[src/rtl/shift_add_multiplier.sv]
// Sequential unsigned WIDTH x WIDTH shift-and-add multiplier with a start/busy/done handshake.
// Optional macro MUL_EARLY_EXIT_EN finishes as soon as the remaining multiplier bits are all zero.
module shift_add_multiplier #(
  parameter int WIDTH = 8
) (
  input  logic               clk,
  input  logic               rst_n,
  input  logic               start,
  input  logic [WIDTH-1:0]   mcand,
  input  logic [WIDTH-1:0]   mplier,
  output logic               busy,
  output logic               done,
  output logic [2*WIDTH-1:0] product
);
  localparam int CW = $clog2(WIDTH) + 1;

  typedef enum logic [1:0] {IDLE, CALC, DONE} state_t;

  state_t             state;
  logic [WIDTH-1:0]   a_reg;
  logic [2*WIDTH-1:0] p;
  logic [CW-1:0]      cnt;

  logic [WIDTH-1:0]   add_a, add_b, sum;
  logic [WIDTH:0]     carry;
  logic               cout;
  logic [2*WIDTH-1:0] p_next;

  // Ripple-carry adder stage: upper half of P plus the multiplicand when P[0] is set.
  always_comb begin
    add_a    = p[2*WIDTH-1:WIDTH];
    add_b    = p[0] ? a_reg : '0;
    sum      = '0;
    carry    = '0;
    carry[0] = 1'b0;
    for (int unsigned i = 0; i < WIDTH; i++) begin
      sum[i]     = add_a[i] ^ add_b[i] ^ carry[i];
      carry[i+1] = (add_a[i] & add_b[i]) | (carry[i] & (add_a[i] ^ add_b[i]));
    end
    cout   = carry[WIDTH];
    p_next = {cout, sum, p[WIDTH-1:1]};
  end

`ifdef MUL_EARLY_EXIT_EN
  localparam logic [WIDTH-1:0] ONES = '1;
  logic [WIDTH-1:0] rest;
  logic [CW-1:0]    shamt;

  // Multiplier bits not yet consumed sit in P[WIDTH-1-cnt:0].
  always_comb begin
    rest  = p[WIDTH-1:0] & (ONES >> cnt);
    shamt = CW'(WIDTH) - cnt;
  end
`endif

  always_ff @(posedge clk or negedge rst_n) begin
    if (!rst_n) begin
      state   <= IDLE;
      a_reg   <= '0;
      p       <= '0;
      cnt     <= '0;
      busy    <= 1'b0;
      done    <= 1'b0;
      product <= '0;
    end else begin
      case (state)
        IDLE, DONE: begin
          done <= 1'b0;
          if (start) begin
            a_reg <= mcand;
            p     <= {{WIDTH{1'b0}}, mplier};
            cnt   <= '0;
            busy  <= 1'b1;
            state <= CALC;
          end else begin
            state <= IDLE;
          end
        end
        CALC: begin
`ifdef MUL_EARLY_EXIT_EN
          if (rest == '0) begin
            product <= p >> shamt;
            busy    <= 1'b0;
            done    <= 1'b1;
            state   <= DONE;
          end else
`endif
          begin
            p   <= p_next;
            cnt <= cnt + 1'b1;
            if (cnt == CW'(WIDTH - 1)) begin
              product <= p_next;
              busy    <= 1'b0;
              done    <= 1'b1;
              state   <= DONE;
            end
          end
        end
        default: begin
          busy  <= 1'b0;
          done  <= 1'b0;
          state <= IDLE;
        end
      endcase
    end
  end
endmodule

[config.mk]
export PLATFORM = sky130hd
export DESIGN_NAME = shift_add_multiplier
export DESIGN_NICKNAME = d
export VERILOG_FILES = /design/src/rtl/shift_add_multiplier.sv
export SDC_FILE = /design/constraint.sdc
export NUM_CORES = 1
export LEC_CHECK = 0
export CAP_MARGIN = 20
export CORE_MARGIN = 5
export CORE_UTILIZATION = 43
export CTS_CLUSTER_SIZE = 25
export DETAILED_ROUTE_END_ITERATION = 7
export GPL_ROUTABILITY_DRIVEN = 0
export GPL_TIMING_DRIVEN = 0
export PLACE_DENSITY_LB_ADDON = 0.15
export SLEW_MARGIN = 30
export SYNTH_ARGS = -nofsm -noshare
export SYNTH_HDL_FRONTEND = slang
export SYNTH_SLANG_ARGS = --single-unit
[constraint.sdc]
create_clock -name clk -period 4.5 [get_ports clk]
set_clock_uncertainty 0.2 [all_clocks]
set_input_delay 0.675 -clock clk [delete_from_list [all_inputs] [get_ports clk]]
set_output_delay 0.675 -clock clk [all_outputs]
set_load 0.03 [all_outputs]
# After elaboration in Yosys (flattened, before gate mapping)

Index checks and enable logic that the tools add are counted.

Muxes and demuxes: 13
Equality and inequality tests: 5
Bitwise gates (word level): 37
Add/subtract/negate cells: 1
Reduce and logical (&&, ||, !) cells: 7

Operator list:

| kind                  | count |
|---|---|
| $pmux W16 S2          | 1 |
| $mux W16              | 1 |
| $and A1 B1 Y1         | 15 |
| $xor A1 B1 Y1         | 15 |
| $mux W8               | 1 |
| $pmux W4 S2           | 1 |
| $reduce_and A2 Y1     | 4 |
| $or A1 B1 Y1          | 7 |
| $mux W1               | 5 |
| $add A4 B1 Y4 const B | 1 |
| $eq A4 B3 Y1 const B  | 1 |
| $mux W4               | 1 |
| $ne A2 B2 Y1 const B  | 2 |
| $pmux W2 S2           | 1 |
| $eq A2 B1 Y1 const B  | 1 |
| $eq A2 B2 Y1 const B  | 1 |
| $logic_not A2 Y1      | 1 |
| $mux W2               | 1 |
| $pmux W1 S2           | 1 |
| $reduce_bool A2 Y1    | 1 |
| $reduce_or A2 Y1      | 1 |

Register bits: 48

# Depth between registers and ports, before layout

Gate-level depths: netlist (run 1).

Word-level depth: 17
Mapped depth: 12

# Least setup slack after synthesis (run 1)

Ideal clock, no wire load.

Path kind: register to register
Start: reg p[0]
End: reg product[14]
Required time: 4171 ps
Setup slack: 925 ps
Cell stages (with the launch flop): 13
Setup time: 129 ps
Arrival: 3246 ps
Cells stage by stage: dfrtp_1 > clkbuf_1 > and2_1 > ha_1 > fa_1 > fa_1 > inv_1 > fa_1 > fa_1 > fa_1 > fa_1 > fa_1 > o21ai_0

Word-level cells in the longest chain between the ends: 15
Elaborated cells between the ends (all ways): 28
Classes of those cells: 1 x mux; 27 x bitwise

RTL lines:

| what                                           | line | source |
|---|---|---|
| from (decl)                                    | 21   | `logic [2*WIDTH-1:0] p;` |
| from (signal assigned)                         | 71   | `p <= {{WIDTH{1'b0}}, mplier};` |
| from (signal assigned)                         | 89   | `p <= p_next;` |
| $mux W8 (*)                                    | 32   | `add_b = p[0] ? a_reg : '0;` |
| $and A1 B1 Y1 or $xor A1 B1 Y1 (tied branches) | 38   | `carry[i+1] = (add_a[i] & add_b[i]) \| (carry[i] & (add_a[i] ^ add_b[i]));` |
| $and A1 B1 Y1                                  | 38   |  |
| $or A1 B1 Y1                                   | 38   |  |
| $and A1 B1 Y1                                  | 38   |  |
| $or A1 B1 Y1                                   | 38   |  |
| $and A1 B1 Y1                                  | 38   |  |
| $or A1 B1 Y1                                   | 38   |  |
| $and A1 B1 Y1                                  | 38   |  |
| $or A1 B1 Y1                                   | 38   |  |
| $and A1 B1 Y1                                  | 38   |  |
| $or A1 B1 Y1                                   | 38   |  |
| $and A1 B1 Y1                                  | 38   |  |
| $or A1 B1 Y1                                   | 38   |  |
| $xor A1 B1 Y1 (*)                              | 37   | `sum[i] = add_a[i] ^ add_b[i] ^ carry[i];` |
| to (signal assigned)                           | 92   | `product <= p_next;` |
| to (decl)                                      | 13   | `output logic [2*WIDTH-1:0] product` |

Every way passes the cells marked *; elsewhere a longest branch is shown, timed or not.
A chain may end at the register's enable or synchronous reset.

# Worst setup path after layout (run 1)

Start: reg p[0]
End: reg p[14]

Word-level cells in the longest chain between the ends: 16
Elaborated cells between the ends (all ways): 29
Classes of those cells: 2 x mux; 27 x bitwise

RTL lines:

| what                                           | line | source |
|---|---|---|
| $mux W8 (*)                                    | 32   |  |
| $and A1 B1 Y1 or $xor A1 B1 Y1 (tied branches) | 38   |  |
| $and A1 B1 Y1                                  | 38   |  |
| $or A1 B1 Y1                                   | 38   |  |
| $and A1 B1 Y1                                  | 38   |  |
| $or A1 B1 Y1                                   | 38   |  |
| $and A1 B1 Y1                                  | 38   |  |
| $or A1 B1 Y1                                   | 38   |  |
| $and A1 B1 Y1                                  | 38   |  |
| $or A1 B1 Y1                                   | 38   |  |
| $and A1 B1 Y1                                  | 38   |  |
| $or A1 B1 Y1                                   | 38   |  |
| $and A1 B1 Y1                                  | 38   |  |
| $or A1 B1 Y1                                   | 38   |  |
| $xor A1 B1 Y1 (*)                              | 37   |  |
| $pmux W16 S2 (*)                               | 66   | `case (state)` |

Marks and branches as above.

==> results_dict.tcl, run 1 <==
set metrics [dict create \
    num_vias 1442 \
    cts_buffer_depth 2 \
    cts.sinks 47 \
    combPwrFrac_pct 47.9 \
    path_max_fanout 9 \
    io_buffers 36 \
    reg2reg_depth 12 \
    ant_nets 0 \
    clk_latency_ns 0.30 \
    grt_start_max_net_pins 48 \
    synth_area_leaders "dfrtp_1 (56%), nand2_1 (7.4%), fa_1 (6.7%)" \
    antenna_found_initial 0 \
    syn_area_sq_um 2090 \
    synth_top_cell_by_area "dfrtp_1" \
    grt_pass1_wl_mm 7.58 \
    worstPathArrival_ns 3.82 \
    cts_resized 0 \
    fin_crit_sh_pct 85.8 \
    track_usage_pct 15.5 \
    clockPowerShare_pct 13.1 \
    status "finished clean" \
    synthToLayoutAreaGrowth_pct 25.0 \
    ys_warn_count 0 \
    drt_iter0_drc 96 \
    crit_path_start_kind "flop" \
    slew_headroom_pct 61.3 \
    power_per_cell_area_nw_per_um2 717 \
    cts_root_buffer "clkbuf_8" \
    gr-total-overflow 0 \
    postCtsSetupBuffers 0 \
    tritoncts "built" \
    nFillCells 422 \
    synth-seq-area-share_pct 56.3 \
    std_cell_rows 25 \
    drt_first_pass_iters 4 \
    htreeDepth 2 \
    cts_hold_buffers 0 \
    total_leakage_power_uw 0.00119 \
    pwr-share-seq_pct 39.0 \
    io_pins 37 \
    async_flop_share_pct 100 \
    diodes 0 \
    synth_ff_type "dfrtp_1" \
    finalSetupViolCount 0 \
    clk_pin_slew_ns 0.09 \
    layout_min_cycle_time_ns 3.86 \
    die_area_sq_um 6350 \
    synth_edf_count 0 \
    synth.avg_cell_area_sq_um 11.5 \
    dp_hpwl_mm 3.14 \
    drt_wl_total_mm 4.27 \
    wire_per_inst_microns 14.6 \
    cts_buffers 5 \
    power.internal_uw 1120 \
    vias_per_cell 4.94 \
    rsz0062_at_grt "no" \
    drc 0 \
    grt_pass1_vias 1538 \
    hp-class "in -> async" \
    synth_top_area_share_pct 56.3 \
    drv_slew 0 \
    nNetsFinal 252 \
    ir_worst_vdd_v 0.000249 \
    critPathCaptureType "flop" \
    die_h_microns 79.7 \
    yosys-top-cells-count "dfrtp_1 (47), nand2_1 (41), o21ai_0 (14)" \
    hold_viol 0 \
    sw_frac_of_total_pct 40.1 \
    design_area_sq_um 2610 \
    floorplan.initialDensity_pct 44.2 \
    synth_seq_cells 47 \
    placed_cell_area_sq_um 2530 \
    fp.dieW_microns 79.7 \
    cp.required_ns 4.46 \
    p_switching_uw 751 \
    power_uw 1870 \
    maxCapViolations 0 \
    synth_most_common_cell "dfrtp_1" \
    max_slew.worst_pin.slew_ns 0.580 \
    fmax_ghz 0.259 \
    synth_nets 209 \
    synth_cell_types 26 \
    core_area_sq_um 4720 \
    setup_tns_ns 0 \
    synth_cells 181 \
    critPathKind "reg -> reg" \
    drive_gt1_share_pct 10.7 \
]
critical path: stages, from the launching register on:
cell and delay (ns):
dfrtp_1 0.33, clkbuf_1 0.28, and2_1 0.18, ha_1 0.17
fa_1 0.19, fa_1 0.17, inv_1 0.05, fa_1 0.37
fa_1 0.39, fa_1 0.39, fa_1 0.39, fa_1 0.52
o2bb2ai_1 0.07
per-layer routing:
| layer | vias up | global-route usage (%) | part of all wire [%] |
|---|---|---|---|
| li1 | 694 | - | - |
| met1 | 709 | 20.7 | 45 |
| met3 | 6 | 4.74 | 5.6 |
| met4 | 0 | 4.12 | 1.0 |
| met5 | - | 0 | 0 |
| met2 | 33 | 24.4 | 48 |
cell families (layout without fill, tap and decap cells):
| kind of cell | count (synthesis) | after routing | share of synthesized area, % |
|---|---|---|---|
| buffers and inverters | 18 | 62 | 4.31 |
| DFF | 47 | 47 | 56.3 |
| muxes | 13 | 13 | 7.61 |
| adders and majority gates | 9 | 9 | 7.90 |
| and+or+nand+nor | 63 | 63 | 13.9 |
| AOI/OAI and AO/OA | 31 | 31 | 10.0 |
worst paths after layout:
path                       slack [ns]     start           to
min                              0.18     rst_n  product[14]
min reg2reg                      0.28  a_reg[1]     a_reg[1]
max in group asynchronous        3.53     rst_n        p[11]
max                              0.64      p[0]        p[14]
min in group clk                 0.28  a_reg[1]     a_reg[1]
max reg2reg                      0.64      p[0]        p[14]
final cells by class:
| cell class | instances | area, sq um | area share (%) |
|---|---|---|---|
| plain buffers | 11 | 63.8 | 2.44 |
| clock buffers | 7 | 76.3 | 2.92 |
| clock inverters | 1 | 5.00 | 0.192 |
| inverters | 7 | 26.3 | 1.01 |
| multi-input cells | 116 | 823 | 31.5 |
| flip-flops and latches | 47 | 1180 | 45.0 |
| well taps | 67 | 83.8 | 3.21 |
| repair buffers | 36 | 358 | 13.7 |
power by group through the flow:
stage                     clock [uW]  combinational [uW]  sequential (uW)
after floorplan                    0                 466              858
after global placement             0                 883              733
after detailed placement           0                 905              742
after CTS                        254                 908              733
after global routing             273                 995              759
final                            246                 898              731
layout by cell type (no fill, tap or decap), drive strengths merged:
master and count:
a22o 3, a22oi 8, and2 3, buf 7
clkbuf 12, clkdlybuf4s50 35, clkinv 1, dfrtp 47
fa 7, ha 2, inv 7, mux2 11
mux2i 2, nand2 41, nand2b 2, nand3 9
nand3b 2, nand4 1, nor2 2, nor2b 2
o21ai 14, o2bb2ai 6, or2 1
metrics by stage:
stage | hold WS (ns) | worst slack, ns | util, % | std cells
floorplan | 0.179 | 0.925 | - | 181
global placement | 0.257 | 0.691 | 53.6 | 284
detailed placement | 0.264 | 0.635 | 53.6 | 284
CTS | 0.193 | 0.627 | 55.3 | 292
global route | 0.215 | 0.464 | 55.3 | 292
finish | 0.176 | 0.639 | 55.3 | 292
(Power assumes the default switching activity.)
==> run 2: changes to the inputs <==
CTS_CLUSTER_SIZE = unset   (was 25)
PLACE_DENSITY = 0.73   (was unset)
PLACE_DENSITY_LB_ADDON = unset   (was 0.15)
clock period = 3.9 ns   (was 4.5 ns; I/O delays follow)
==> results_dict.tcl, run 2 (synthesis results as in run 1) <==
set metrics [dict create \
    drive_gt1_share_pct 11.6 \
    dp.cells 284 \
    fp.dieW_microns 79.7 \
    design_area_sq_um 2660 \
    htreeDepth 2 \
    std_cell_rows 25 \
    critPathKind "reg -> reg" \
    crit_path_start_kind "flop" \
    synthToLayoutAreaGrowth_pct 27.4 \
    drc 0 \
    fin_crit_sh_pct 94.2 \
    layout_min_cycle_time_ns 3.67 \
    wire_per_inst_microns 14.1 \
    setup_tns_ns 0 \
    total_leakage_power_uw 0.00121 \
    power_uw 2280 \
    grt_pass1_wl_mm 6.82 \
    worstPathArrival_ns 3.65 \
    tritoncts "built" \
    rsz0062_at_grt "no" \
    io_pins 37 \
    track_usage_pct 13.8 \
    cts_buffer_depth 2 \
    critPathCaptureType "flop" \
    ant_nets 0 \
    power_per_cell_area_nw_per_um2 857 \
    vias_per_cell 4.83 \
    final_common_cell "dfrtp_1" \
    die_h_microns 79.7 \
    cp.required_ns 3.88 \
    maxCapViolations 0 \
    slew_headroom_pct 55.6 \
    hp-class "in -> async" \
    finalSetupViolCount 0 \
    clk_pin_slew_ns 0.09 \
    drt_iter0_drc 64 \
    clk_latency_ns 0.30 \
    core_area_sq_um 4720 \
    diodes 0 \
    hold_viol 0 \
    stdcell_count 291 \
    crit_chain "and2_1 > ha_1 > fa_1 > fa_1 > inv_1 > fa_1 > fa_1 > fa_1 > fa_1 > fa_1 > o21ai_0" \
    max_slew.worst_pin.slew_ns 0.664 \
    grt_start_max_net_pins 48 \
    fmax_ghz 0.272 \
    die_area_sq_um 6350 \
    path_max_fanout 9 \
    dp_hpwl_mm 2.87 \
    layout_common_cells "dfrtp_1 (46), nand2_1 (41), clkdlybuf4s50_1 (35), o21ai_0 (14), nand3_1 (9)" \
    worst-path-buf-inv 1 \
    drv_slew 0 \
    cts_buffers 5 \
    grt_pass1_vias 1459 \
    cts.sinks 47 \
    io_buffers 36 \
    gr-total-overflow 0 \
    ir_worst_vdd_v 0.000303 \
    placed_cell_area_sq_um 2530 \
    cts_hold_buffers 0 \
    drt_wl_total_mm 4.09 \
    status "finished clean" \
    num_vias 1405 \
    path_delay_family "adder cells" \
    slowest_delay_ns 0.51 \
    nFillCells 401 \
    antenna_found_initial 0 \
    floorplan.initialDensity_pct 44.2 \
    cpMostUsedCell "fa_1" \
    cts_root_buffer "clkbuf_8" \
    slowest_stage "fa_1" \
    hold_ws_ns 0.0702 \
    nNetsFinal 251 \
    drt_first_pass_iters 4 \
]
-- run 2: timing repair --
action	4_1_cts	5_1_grt
resized for setup	0	1
gates cloned	0	0
setup endpoints to repair	2	3
setup buffers	0	0
-- run 2: through the flow --
| stage | util [%] | worst slack, ns |
|---|---|---|
| after CTS | 56.3 | 0.118 |
| after detailed placement | 53.6 | 0.0520 |
| final | 56.3 | 0.227 |
| after global routing | 56.3 | 0.0443 |
| after global placement | 53.6 | 0.0621 |
| after floorplan | - | 0.325 |
-- run 2: per-layer routing --
metal / global-route usage, % / part of all wire (%)
met5: 0 / 0
met4: 3.09 / 1.1
met2: 23.7 / 52
met3: 3.72 / 3.6
met1: 17.5 / 43
-- run 2: final timing paths --
kind                            startpoint          end  slack [ns]  cells past startpoint
worst max-delay path                  p[0]  product[14]        0.23                     11
worst min-delay path                 rst_n   product[3]        0.07                      1
worst max register to register        p[0]  product[14]        0.23                     11
worst min register to register    a_reg[4]     a_reg[4]        0.28                      2
max in group asynchronous            rst_n         p[0]        3.02                      1
min in group clk                  a_reg[4]     a_reg[4]        0.28                      2
-- run 2: report_power, final --
group	internal, uW	total [uW]	switching [uW]
clock	256	415	158
combinational	452	1000	549
sequential	713	865	153
-- run 2: layout make-up --
type                       instances  area (sq um)  share of cell area (%)
clock inverter                     2          60.1                    2.26
multi-input combinational        116           823                    30.9
timing repair buffer              36           358                    13.4
tap                               67          83.8                    3.15
clock buffer                       6          72.6                    2.73
buffer                            10          60.1                    2.26
sequential                        47          1180                    44.2
inverter                           7          26.3                   0.987
==> run 3: changes to the inputs <==
MAX_ROUTING_LAYER = met4   (was unset)
==> results_dict.tcl, run 3 (synthesis results as in run 1) <==
set metrics [dict create \
    status "finished clean" \
    io_pins 37 \
    die_h_microns 79.7 \
    critPathKind "reg -> reg" \
    cts_buffers 5 \
    num_vias 1403 \
    multi_input_area_sq_um 823 \
    max_slew.worst_pin.slew_ns 0.663 \
    drt_first_pass_iters 4 \
    layout_common_cells "dfrtp_1 (46), nand2_1 (41), clkdlybuf4s50_1 (35), o21ai_0 (14), nand3_1 (9)" \
    io_buffers 36 \
    die_area_sq_um 6350 \
    postCtsSetupBuffers 0 \
    finalSetupViolCount 0 \
    maxCapViolations 0 \
    diodes 0 \
    antenna_found_initial 0 \
    power_uw 2280 \
    grt_pass1_vias 1462 \
    wire_per_inst_microns 14.0 \
    crit_path_start_kind "flop" \
    placed_cell_area_sq_um 2530 \
    worstPathArrival_ns 3.64 \
    final_common_cell "dfrtp_1" \
    drive_gt1_share_pct 11.6 \
    fin_crit_sh_pct 94.0 \
    nNetsFinal 251 \
    hold_viol 0 \
    synthToLayoutAreaGrowth_pct 27.4 \
    floorplan.initialDensity_pct 44.2 \
    ant_nets 0 \
    fin_util_pct 56.3 \
    ir_worst_vdd_v 0.000303 \
    power_per_cell_area_nw_per_um2 856 \
    dp.cells 284 \
    cts_hold_buffers 0 \
    dp_hpwl_mm 2.87 \
    layout_min_cycle_time_ns 3.67 \
    fmax_ghz 0.273 \
    gr-total-overflow 0 \
    nFillCells 401 \
    vias_per_cell 4.82 \
    track_usage_pct 14.2 \
    drc 0 \
    total_leakage_power_uw 0.00121 \
    design_area_sq_um 2660 \
    grt_start_max_net_pins 48 \
    cp.required_ns 3.88 \
    clk_latency_ns 0.30 \
    cts.sinks 47 \
    drt_wl_total_mm 4.08 \
    core_area_sq_um 4720 \
    std_cell_rows 25 \
    critPathCaptureType "flop" \
    drv_slew 0 \
    slew_headroom_pct 55.6 \
    register_area_sq_um 1180 \
    tritoncts "built" \
    fp.dieW_microns 79.7 \
    cts_root_buffer "clkbuf_8" \
    rsz0062_at_grt "no" \
    drt_iter0_drc 88 \
    htreeDepth 2 \
    stdcell_count 291 \
    path_max_fanout 9 \
    clk_pin_slew_ns 0.09 \
    cts_buffer_depth 2 \
    setup_tns_ns 0 \
    hp-class "in -> async" \
    grt_pass1_wl_mm 6.80 \
]
run 3: metrics by stage:
stage / setup WS, ns / hold WS, ns
global placement: 0.0621 / 0.259
global route: 0.0443 / 0.114
finish: 0.235 / 0.0722
detailed placement: 0.0520 / 0.264
CTS: 0.118 / 0.0850
floorplan: 0.325 / 0.0894
run 3: cell type report:
cell class | count | share of cell area (%)
repair buffers | 36 | 13.4
well taps | 67 | 3.15
multi-input cells | 116 | 30.9
plain buffers | 10 | 2.26
flip-flops and latches | 47 | 44.2
clock buffers | 6 | 2.73
inverters | 7 | 0.987
clock inverters | 2 | 2.26
run 3: metal layers:
layer / vias to the layer above / GRT usage, % / part of all wire, %
met1: 688 / 17.8 / 44
met3: 4 / 3.27 / 3.1
met2: 18 / 23.7 / 52
li1: 693 / - / -
met5: - / - / 0
met4: 0 / 3.09 / 1.1
run 3: timing repair:
action                                 in CTS  in global routing
setup endpoints to repair                   2                  3
endpoints found under the hold margin       0                  0
gates resized for setup                     0                  1
run 3: worst max-delay path: stages (launching register included):
cell     delay [ns]
dfrtp_2        0.48
and2_1         0.16
ha_1           0.15
fa_1           0.17
fa_1           0.16
inv_1          0.05
fa_1           0.38
fa_1           0.42
fa_1           0.39
fa_1           0.39
fa_1           0.51
o21ai_0        0.08
run 3: path summary, 6_finish.rpt:
path                           from  slack, ns     endpoint  cells past startpoint
setup / recovery               p[0]       0.23  product[14]                     11
hold / removal                rst_n       0.07         p[3]                      1
setup reg to reg               p[0]       0.23  product[14]                     11
hold reg to reg            a_reg[2]       0.28     a_reg[2]                      2
max in group asynchronous     rst_n       3.02         p[0]                      1
min in group clk           a_reg[2]       0.28     a_reg[2]                      2
run 3: power by group:
| group | internal [uW] | total, uW | switching (uW) |
|---|---|---|---|
| sequential | 713 | 864 | 151 |
| combinational | 452 | 1000 | 548 |
| clock | 256 | 413 | 157 |
